<file path="src/rtl/gcd_arb.sv">
// gcd_arb: round-robin arbiter sharing one GCD engine between two requesters.
// Latency: gnt one cycle after the request is sampled; zero-operand bypass done one cycle later;
//   engine path done two cycles after the engine's eng_done pulse; timeout after TIMEOUT WAIT cycles.
// Backpressure: one job in flight; other requests stay pending (reqN held) until the FSM returns to IDLE.
//
// Ports:
//   clk, clr               clock, synchronous active-high reset (also resets the shared engine)
//   req0/1, x0/y0, x1/y1   per-requester job request and operands (stable while reqN=1)
//   gnt0/1                 one-cycle pulse: operands captured
//   done0/1, res0/1, err0/1  one-cycle done pulse; result/timeout flag held until the next done on that port
//   busy                   FSM not IDLE
//   eng_go, eng_x, eng_y   start pulse and operands to the engine
//   eng_done, eng_gcd      engine completion pulse and result
module gcd_arb #(
    parameter int W       = 4,
    parameter int TIMEOUT = 63
) (
    input  logic         clk,
    input  logic         clr,
    input  logic         req0,
    input  logic         req1,
    input  logic [W-1:0] x0,
    input  logic [W-1:0] y0,
    input  logic [W-1:0] x1,
    input  logic [W-1:0] y1,
    output logic         gnt0,
    output logic         gnt1,
    output logic         done0,
    output logic         done1,
    output logic [W-1:0] res0,
    output logic [W-1:0] res1,
    output logic         err0,
    output logic         err1,
    output logic         busy,
    output logic         eng_go,
    output logic [W-1:0] eng_x,
    output logic [W-1:0] eng_y,
    input  logic         eng_done,
    input  logic [W-1:0] eng_gcd
);

    // Counter only has to reach TIMEOUT-1: WAIT lasts exactly TIMEOUT cycles.
    localparam int CW = (TIMEOUT > 1) ? $clog2(TIMEOUT) : 1;

    typedef enum logic [1:0] {IDLE, LAUNCH, WAIT, RESP} state_t;

    state_t         state;
    state_t         nxt;

    logic           owner;    // port of the job in flight
    logic           last;     // port served most recently
    logic [W-1:0]   xl;
    logic [W-1:0]   yl;
    logic [W-1:0]   rl;       // pending result, copied to the owner's port in RESP
    logic           el;       // pending timeout flag
    logic [CW-1:0]  cnt;

    logic           any_req;
    logic           win;
    logic [W-1:0]   sel_x;
    logic [W-1:0]   sel_y;
    logic           timeout;

    // Arbitration: a tie goes to the port that was not served last.
    always_comb begin
        any_req = req0 | req1;
        win     = (req0 && req1) ? ~last : req1;
        sel_x   = win ? x1 : x0;
        sel_y   = win ? y1 : y0;
        timeout = (cnt == CW'(TIMEOUT - 1));
    end

    // State register
    always_ff @(posedge clk) begin
        if (clr) begin
            state <= IDLE;
        end else begin
            state <= nxt;
        end
    end

    // Next-state logic
    always_comb begin
        nxt = state;
        case (state)
            IDLE: begin
                if (any_req) begin
                    nxt = (sel_x == '0 || sel_y == '0) ? RESP : LAUNCH;
                end
            end
            LAUNCH: nxt = WAIT;
            WAIT: begin
                if (eng_done || timeout) begin
                    nxt = RESP;
                end
            end
            RESP:    nxt = IDLE;
            default: nxt = IDLE;
        endcase
    end

    // Engine-facing outputs; operands are gated so the engine sees zeros outside a job.
    always_comb begin
        eng_go = (state == LAUNCH);
        eng_x  = '0;
        eng_y  = '0;
        if (state == LAUNCH || state == WAIT) begin
            eng_x = xl;
            eng_y = yl;
        end
    end

    // Datapath and registered outputs
    always_ff @(posedge clk) begin
        if (clr) begin
            owner <= 1'b0;
            last  <= 1'b1;
            xl    <= '0;
            yl    <= '0;
            rl    <= '0;
            el    <= 1'b0;
            cnt   <= '0;
            gnt0  <= 1'b0;
            gnt1  <= 1'b0;
            done0 <= 1'b0;
            done1 <= 1'b0;
            res0  <= '0;
            res1  <= '0;
            err0  <= 1'b0;
            err1  <= 1'b0;
            busy  <= 1'b0;
        end else begin
            gnt0  <= 1'b0;
            gnt1  <= 1'b0;
            done0 <= 1'b0;
            done1 <= 1'b0;
            busy  <= (nxt != IDLE);
            case (state)
                IDLE: begin
                    if (any_req) begin
                        owner <= win;
                        xl    <= sel_x;
                        yl    <= sel_y;
                        // gcd(a,0)=a and gcd(0,0)=0, so OR of the operands is the bypass result.
                        rl    <= sel_x | sel_y;
                        el    <= 1'b0;
                        gnt0  <= ~win;
                        gnt1  <= win;
                    end
                end
                LAUNCH: begin
                    cnt <= '0;
                end
                WAIT: begin
                    if (eng_done) begin
                        rl <= eng_gcd;
                        el <= 1'b0;
                    end else if (timeout) begin
                        rl <= '0;
                        el <= 1'b1;
                    end else begin
                        cnt <= cnt + 1'b1;
                    end
                end
                RESP: begin
                    last <= owner;
                    if (owner) begin
                        done1 <= 1'b1;
                        res1  <= rl;
                        err1  <= el;
                    end else begin
                        done0 <= 1'b1;
                        res0  <= rl;
                        err0  <= el;
                    end
                end
                default: ;
            endcase
        end
    end

endmodule
</file>
<file path="config.mk">
export PLATFORM = sky130hd
export DESIGN_NAME = gcd_arb
export DESIGN_NICKNAME = d
export VERILOG_FILES = /design/src/rtl/gcd_arb.sv
export SDC_FILE = /design/constraint.sdc
export NUM_CORES = 1
export LEC_CHECK = 0
export ABC_AREA = 1
export CAP_MARGIN = 20
export CORE_MARGIN = 2
export CORE_UTILIZATION = 40
export CTS_BUF_LIST = sky130_fd_sc_hd__clkbuf_8
export CTS_CLUSTER_SIZE = 14
export DETAILED_ROUTE_END_ITERATION = 7
export PLACE_DENSITY = 0.71
export SLEW_MARGIN = 30
export SYNTH_ARGS = -nofsm -noshare
export SYNTH_HDL_FRONTEND = slang
export SYNTH_SLANG_ARGS = --single-unit
</file>
<file path="constraint.sdc">
create_clock -name clk -period 1.5 [get_ports clk]
set_input_delay 0.45 -clock clk [delete_from_list [all_inputs] [get_ports clk]]
set_output_delay 0.45 -clock clk [all_outputs]
set_load 0.02 [all_outputs]
</file>
# Word level (Yosys, flattened, before mapping)
# Index checks and enable logic that the tools add are counted.
[totals]
register_bits = 38
latch_bits = 0
ramBits = 0
romBits = 0
n_memories = 0
[op_classes]
n_addsub = 1
multipliers = 0
div_mod_pow = 0
n_lt_le_gt_ge = 0
eq_ne = 8
shifts = 0
n_mux = 22
bitwise = 8
reduce_logical = 17
[op_table]
columns = ["operator", "n"]
rows = [
  ["$mux 4", 7],
  ["$mux 6", 2],
  ["$pmux 6 s2", 1],
  ["$logic_not 4->1", 2],
  ["$pmux 2 s4", 1],
  ["$pmux 4 s2", 1],
  ["$add 6x1->6 const B", 1],
  ["$eq 6x6->1 const B", 1],
  ["$mux 1", 6],
  ["$mux 2", 3],
  ["$ne 2x2->1 const B", 3],
  ["$not 1->1", 6],
  ["$reduce_and 2->1", 3],
  ["$reduce_and 3->1", 2],
  ["$reduce_bool 2->1", 3],
  ["$eq 2x2->1 const B", 2],
  ["$or 4x4->4", 1],
  ["$logic_or 1x1->1", 3],
  ["$ne 3x3->1 const B", 1],
  ["$reduce_or 3->1", 1],
  ["$eq 2x1->1 const B", 1],
  ["$logic_not 2->1", 1],
  ["$pmux 1 s2", 1],
  ["$reduce_or 2->1", 1],
  ["other kinds (2)", 2],
]

# Depth between registers and ports, before layout
# Gate-level depths: netlist of the first run.
[depth]
depth_word = 9
depth_mapped = 11
ltp_nobuf = 11

# Worst setup path after synthesis of the first run
# OpenSTA, ideal clock, no wires.
[synth_path]
path_type = "register -> output"
from = "register state[0]"
to = "output eng_x[0]"
arrival_ns = 1.203
required_ns = 1.050
setup_slack_ns = -0.153
path_stages_with_launch = 6
n_path_buf = 1
path_cell_list = "dfxtp_1 -> inv_1 -> ha_1 -> clkbuf_1 -> nand2_1 -> inv_1"
[synth_between]
elab_chain_cells = 3
word_cells_on_any_way = 4
[synth_rtl]
columns = ["element", "line_no", "rtl"]
rows = [
  ["from (decl)", "47", "state_t state;"],
  ["from (signal assigned)", "78", "state <= nxt;"],
  ["$eq 2x1->1 / $eq 2x2->1 (equally long branches)", "107", "if (state == LAUNCH || state == WAIT) begin"],
  ["$logic_or 1x1->1 *", "107", ""],
  ["$mux 4 *", "107", ""],
  ["to (decl)", "36", "output logic [W-1:0] eng_x,"],
]
# Mark *: on every way between the ends. The rest lies on a longest branch, timed or not.

# Final worst setup path of the first run
[layout_path]
from = "register state[1]"
to = "output eng_y[2]"
[layout_between]
elab_chain_cells = 3
word_cells_on_any_way = 4
[layout_rtl]
columns = ["element", "line_no", "rtl"]
rows = [
  ["$eq 2x1->1 / $eq 2x2->1 (equally long branches)", "107", ""],
  ["$logic_or 1x1->1 *", "107", ""],
  ["$mux 4 *", "107", ""],
  ["to (decl)", "37", "output logic [W-1:0] eng_y,"],
]
# Marked as above.

==> results of run 1 <==
==> layout make-up <==
cell class / count / share of cell area, %
clock inverters: 2 / 2.02
repair buffers: 87 / 26.9
clock buffers: 6 / 2.77
well taps: 52 / 2.19
inverters: 44 / 5.72
multi-input cells: 174 / 34.8
flip-flops and latches: 38 / 25.6
==> worst max-delay path, cell delays in order (launching register included) <==
cell     delay (ns)
dfxtp_2        0.34
inv_2          0.05
ha_4           0.28
buf_12         0.13
nand2_4        0.05
inv_2          0.05
buf_6          0.10
==> metal layers <==
layer / vias up / track usage [%] / share of wire (%)
li1: 1004 / - / -
met1: 877 / 23.2 / 44
met2: 34 / 35.0 / 51
met3: 6 / 4.22 / 3.4
met4: 0 / 6.92 / 1.1
met5: - / 0 / 0
==> registers in the layout, indices dropped and copies added (netlist names) <==
name and count:
err1 1, gnt1 1, yl 4, state 2
el 1, err0 1, cnt 6, last 1
owner 1, done1 1, done0 1, xl 4
res0 4, rl 4, gnt0 1, busy 1
res1 4
==> metrics by stage <==
stage / hold slack (ns) / util [%]
2_1_floorplan: 0.436 / -
3_3_place_gp: 0.460 / 58.1
3_5_place_dp: 0.465 / 58.1
4_1_cts: 0.476 / 65.0
5_1_grt: 0.503 / 67.9
6_report: 0.482 / 67.9
==> kinds of logic (layout without fill, tap and decap cells) <==
kind of cell / after synthesis / after routing / synth area share, %
simple gates: 111 / 111 / 25.5
flops: 38 / 38 / 41.6
xor+xnor: 1 / 1 / 0.479
compound gates: 54 / 55 / 15.9
buf+inv: 51 / 139 / 11.7
fa+ha+maj: 7 / 7 / 4.79
==> power groups by stage <==
stage	combinational [uW]	sequential, uW	clock (uW)
2_1_floorplan	647	1280	0
3_3_place_gp	1110	1260	0
3_5_place_dp	1130	1260	0
4_1_cts	1410	1250	1100
5_1_grt	1740	1280	1140
6_report	1600	1270	1090
==> final timing paths <==
check | from | end | depth (start not counted)
hold / removal | res1[1] | res1[1] | 2
setup / recovery | state[1] | eng_y[2] | 6
setup reg to reg | state[1] | cnt[1] | 10
hold reg to reg | res1[1] | res1[1] | 2
==> synth_stat cells (all sizes together) <==
library cell and n:
ha 7, inv 44, nor2 34, nor3 4, o21ai 28, nand3 17, a21oi 24, o22ai 1
buf 6, dfxtp 38, nand4 2, nand2 54, clkbuf 1, xor2 1, a31oi 1
==> what timing repair did <==
item / 4_1_cts / 5_1_grt
resized for setup: 109 / 22
endpoints found under the setup margin: 36 / 27
setup buffers: 8 / 8
endpoints found under the hold margin: 0 / 0
gates cloned: 1 / 0
pin swaps: 7 / 13
==> impl_metrics.yaml, run 1 <==
cts:
  clkTransAtPathRegs_ns: 0.07
  cts_buffers: 5
  cts_root_buf: "clkbuf_8"
  ctsHoldBuffers: 0
  cts_sinks: 38
  htree_levels: 2
  cts_buffer_depth: 2
  cts_tree: "yes"
  worst_skew_pair.late_latency_ns: 0.29
synthesis:
  syn_inst: 262
  synth_top_area_cell: "dfxtp_1"
  synth_top_area_share_pct: 41.6
  synthDistinctLibCells: 22
  synth_seq_cells: 38
  netlist_area_mm2: 0.00183
  synth_area_leaders: "dfxtp_1 (42%), nand2_1 (10%), inv_1 (8.6%), o21ai_0 (7.1%), nor2_1 (7.0%)"
  ys.warnings.count: 0
  synth_nets: 294
  ys_seq_area_share_pct: 41.6
  syn_area_per_cell_um2: 6.98
grt:
  grt_pass1_vias: 1859
  grt_max_degree: 19
  grt_antenna_before_repair: 0
  overflow: 0
  grt_pass1_wl_um: 7910
  grt_use_total_pct: 19.6
timing:
  tns_ns: -2.16
  hold_viol: 0
  finalCritPeriodShare_pct: 116
  slew_violations: 0
  timing.final.crit_period_ns: 1.75
  finClkSkew_ns: 0.00308
  worst_slack_ns: -0.246
  rsz0062_at_grt: "yes"
  setup_violations: 16
  relSlewSlack_pct: 81.6
  max_slew.worst_pin.slew_ns: 0.276
  fmax_ghz: 0.573
critical_path:
  cp.required_ns: 1.05
  cp.arrival_ns: 1.30
  r2r_slack_ns: -0.06
  critPathLaunchType: "flip-flop"
  endpoint_kind: "primary output"
  crit_fanout: 5
  criticalPathCategory: "flip-flop to primary output"
drt:
  drt-vias-per-instance: 4.77
  ant_nets: 0
  num_vias: 1921
  drtIter0Drc: 82
  routed_wl_um: 4890
  drtPass1Iterations: 4
  drc_errors: 0
  wire_per_inst_um: 12.1
placement:
  io_buffers: 48
  gp_routability_congestion: 0.850
  pre_cts_slack_ns: -0.554
  placedCellCount: 383
  post-dp-hpwl_um: 3390
  placed_cell_area_mm2: 0.00255
power_and_ir_drop:
  pwr-share-comb_pct: 40.5
  p_switching_uw: 1340
  cellPowerDensity_mw_per_mm2: 1330
  pwr-share-clk_pct: 27.5
  leakagePower_uw: 0.00149
  swShare_pct: 34.0
  internal-power_uw: 2610
  total_power_uw: 3950
  power.share.sequential_pct: 32.0
  ir_drop_v: 0.000933
floorplanning:
  start_util_pct: 41.7
  die_area_mm2: 0.00513
  core_mm2: 0.00438
  die_x_um: 71.6
  ios: 49
  die_h_um: 71.6
  core.rowCount: 24
cells_and_area:
  nNetsFinal: 382
  final_cell_mix: "nand2_1 (42), dfxtp_1 (36), buf_4 (34)"
  layout-drive-gt1-share_pct: 28.8
  syn2layout_area_growth_pct: 62.8
  layout_commonest_cell: "nand2_1"
  fill_cells: 368
  fin_cells: 403
  antennaDiodeCount: 0
  multi_input_comb_area_mm2: 0.00103
  final-seq-area_um2: 763
  post-route-cell-area_mm2: 0.00298
outcome:
  violations: "negative setup slack"
  status: "complete, but fails checks"
run:
  drv_cap: 0
min_path:
  min-delay-path-class: "flip-flop to flip-flop"
Power figures use the tool's default switching activity.
==> run 2: changes to the inputs <==
--- a/config.mk
+++ b/config.mk
@@ -9,9 +9,10 @@
 export CAP_MARGIN = 20
 export CORE_MARGIN = 2
-export CORE_UTILIZATION = 40
+export CORE_UTILIZATION = 44
 export CTS_BUF_LIST = sky130_fd_sc_hd__clkbuf_8
 export CTS_CLUSTER_SIZE = 14
 export DETAILED_ROUTE_END_ITERATION = 7
-export PLACE_DENSITY = 0.71
+export PLACE_DENSITY = 0.77
+export SKIP_CTS_REPAIR_TIMING = 1
 export SLEW_MARGIN = 30
 export SYNTH_ARGS = -nofsm -noshare
==> constraint.sdc (replaced) <==
create_clock -name clk -period 1.5 [get_ports clk]
set_input_delay 0.225 -clock clk [delete_from_list [all_inputs] [get_ports clk]]
set_output_delay 0.225 -clock clk [all_outputs]
set_load 0.02 [all_outputs]
==> run 2 against run 1 <==
Against the previous run:
- the run still ends with negative setup slack left
- cell area down 4.7%
- hold slack got worse by 0.10 ns
- die area is 8.6% lower
- first-iteration DRC count up 8.5%
- sequential cell count unchanged
- clock power fell by 20%
- critical path type unchanged
- critical endpoint is now eng_x[3]
- largest power group unchanged
- highest routed layer unchanged
==> impl_metrics.yaml, run 2 (synthesis results as in run 1) <==
timing:
  finClkSkew_ns: 0.00384
  fmax_ghz: 0.617
  relSlewSlack_pct: 82.1
  finalCritPeriodShare_pct: 108
  slew_violations: 0
  hold_viol: 0
  rsz0062_at_grt: "yes"
  worst_slack_ns: -0.121
  tns_ns: -0.319
  setup_violations: 8
  max_slew.worst_pin.slew_ns: 0.267
  hold_ws_ns: 0.380
  timing.final.crit_period_ns: 1.62
drt:
  drtPass1Iterations: 4
  ant_nets: 0
  wire_per_inst_um: 12.3
  drt-vias-per-instance: 4.91
  drtIter0Drc: 89
  num_vias: 1933
  drc_errors: 0
  routed_wl_um: 4850
critical_path:
  ff2ff_path_depth: 8
  slowest_delay_ns: 0.34
  cpMaxStageDelayCell: "dfxtp_2"
  r2r_slack_ns: 0.06
  critPathMostFrequentCell: "inv_2"
  criticalPathCategory: "flip-flop to primary output"
  worst-path-buf-inv: 5
  cp.required_ns: 1.27
  critPathTopFamily: "buffers and inverters"
  crit_fanout: 5
  crit_chain: "inv_2, ha_4, buf_12, buf_4, nand2_4, inv_2, buf_6"
  cp.arrival_ns: 1.40
  rr_startpoint: "cnt[0]"
  endpoint_kind: "primary output"
  critPathLaunchType: "flip-flop"
  rr_endpoint: "rl[2]"
min_path:
  hold_end: "gnt0"
  min-delay-path-class: "input pin to flip-flop"
  whs_path_depth: 3
  min-delay-start: "req0"
cells_and_area:
  syn2layout_area_growth_pct: 55.2
  regMostFlops: "cnt"
  post-route-cell-area_mm2: 0.00284
  nNetsFinal: 376
  largest_reg_flops: 6
  layout-drive-gt1-share_pct: 26.5
  antennaDiodeCount: 0
  final_cell_mix: "nand2_1 (44), dfxtp_1 (34), clkdlybuf4s50_1 (34)"
  layout_commonest_cell: "nand2_1"
grt:
  grt_use_total_pct: 20.1
  grt_use_met1_pct: 24.1
  grt-busiest-layer: "met2"
  grtUsageMet3_pct: 6.09
  grt_use_met2_pct: 34.3
  overflow: 0
  grt_pass1_vias: 1674
  grt_antenna_before_repair: 0
  grt_max_degree: 21
  grt_pass1_wl_um: 7070
run:
  drv_cap: 0
placement:
  pre_cts_slack_ns: -0.316
  gp_routability_congestion: 0.842
  io_buffers: 48
  placed_cell_area_mm2: 0.00250
  post-dp-hpwl_um: 3260
cts:
  clkTransAtPathRegs_ns: 0.07
  htree_levels: 2
  cts_root_buf: "clkbuf_8"
  worst_skew_pair.late_latency_ns: 0.29
  cts_sinks: 38
  cts_buffer_depth: 2
  cts_buffers: 5
  cts_tree: "yes"
power_and_ir_drop:
  ir_drop_v: 0.000872
  cellPowerDensity_mw_per_mm2: 1270
  leakagePower_uw: 0.00141
  total_power_uw: 3600
floorplanning:
  die_h_um: 68.5
  start_util_pct: 45.7
  ios: 49
  die_area_mm2: 0.00469
  core_mm2: 0.00400
  core.rowCount: 23
  die_x_um: 68.5
outcome:
  status: "complete, but fails checks"
  violations: "negative setup slack"
[run 2: report_power, final]
group	internal [uW]	switching [uW]	leakage [uW]	total, uW
Clock	532	341	0.0000573	872
Combinational	677	786	0.00104	1460
Sequential	1160	102	0.000312	1260
[run 2: layout make-up]
type                       count  area, um2
clock buffer                   6       82.6
clock inverter                 1       30.0
fill                         325       1160
inverter                      44        165
multi-input combinational    175        976
sequential                    38        766
tap                           50       62.6
timing repair buffer          80        754
[run 2: worst max-delay path by stage]
stage,from,to,slack [ns],cells past startpoint
5_1_grt,state[1],eng_x[3],-0.15,7
3_5_place_dp,state[0],eng_x[1],-0.32,5
3_3_place_gp,state[0],eng_x[2],-0.27,5
2_1_floorplan,state[0],rl[3],0.03,9
6_report,state[1],eng_x[3],-0.12,7
4_1_cts,state[1],eng_x[1],-0.63,5
[run 2: per-stage QoR]
step | std cells | util, %
3_5_place_dp | 377 | 62.6
3_3_place_gp | 377 | 62.6
4_1_cts | 384 | 65.4
5_1_grt | 394 | 70.9
2_1_floorplan | 262 | -
6_report | 394 | 70.9
[run 2: layer usage]
metal,vias up,part of all wire (%)
met1,888,44
met2,46,50
met4,0,1.3
li1,990,-
met5,-,0
met3,9,4.3
[run 2: worst register-to-register path, delay by kind of cell (launching register included)]
kind	cells	cell delay (ns)
flops	1	0.33
buf+inv	2	0.14
compound gates	2	0.42
simple gates	3	0.28
fa+ha+maj	1	0.16
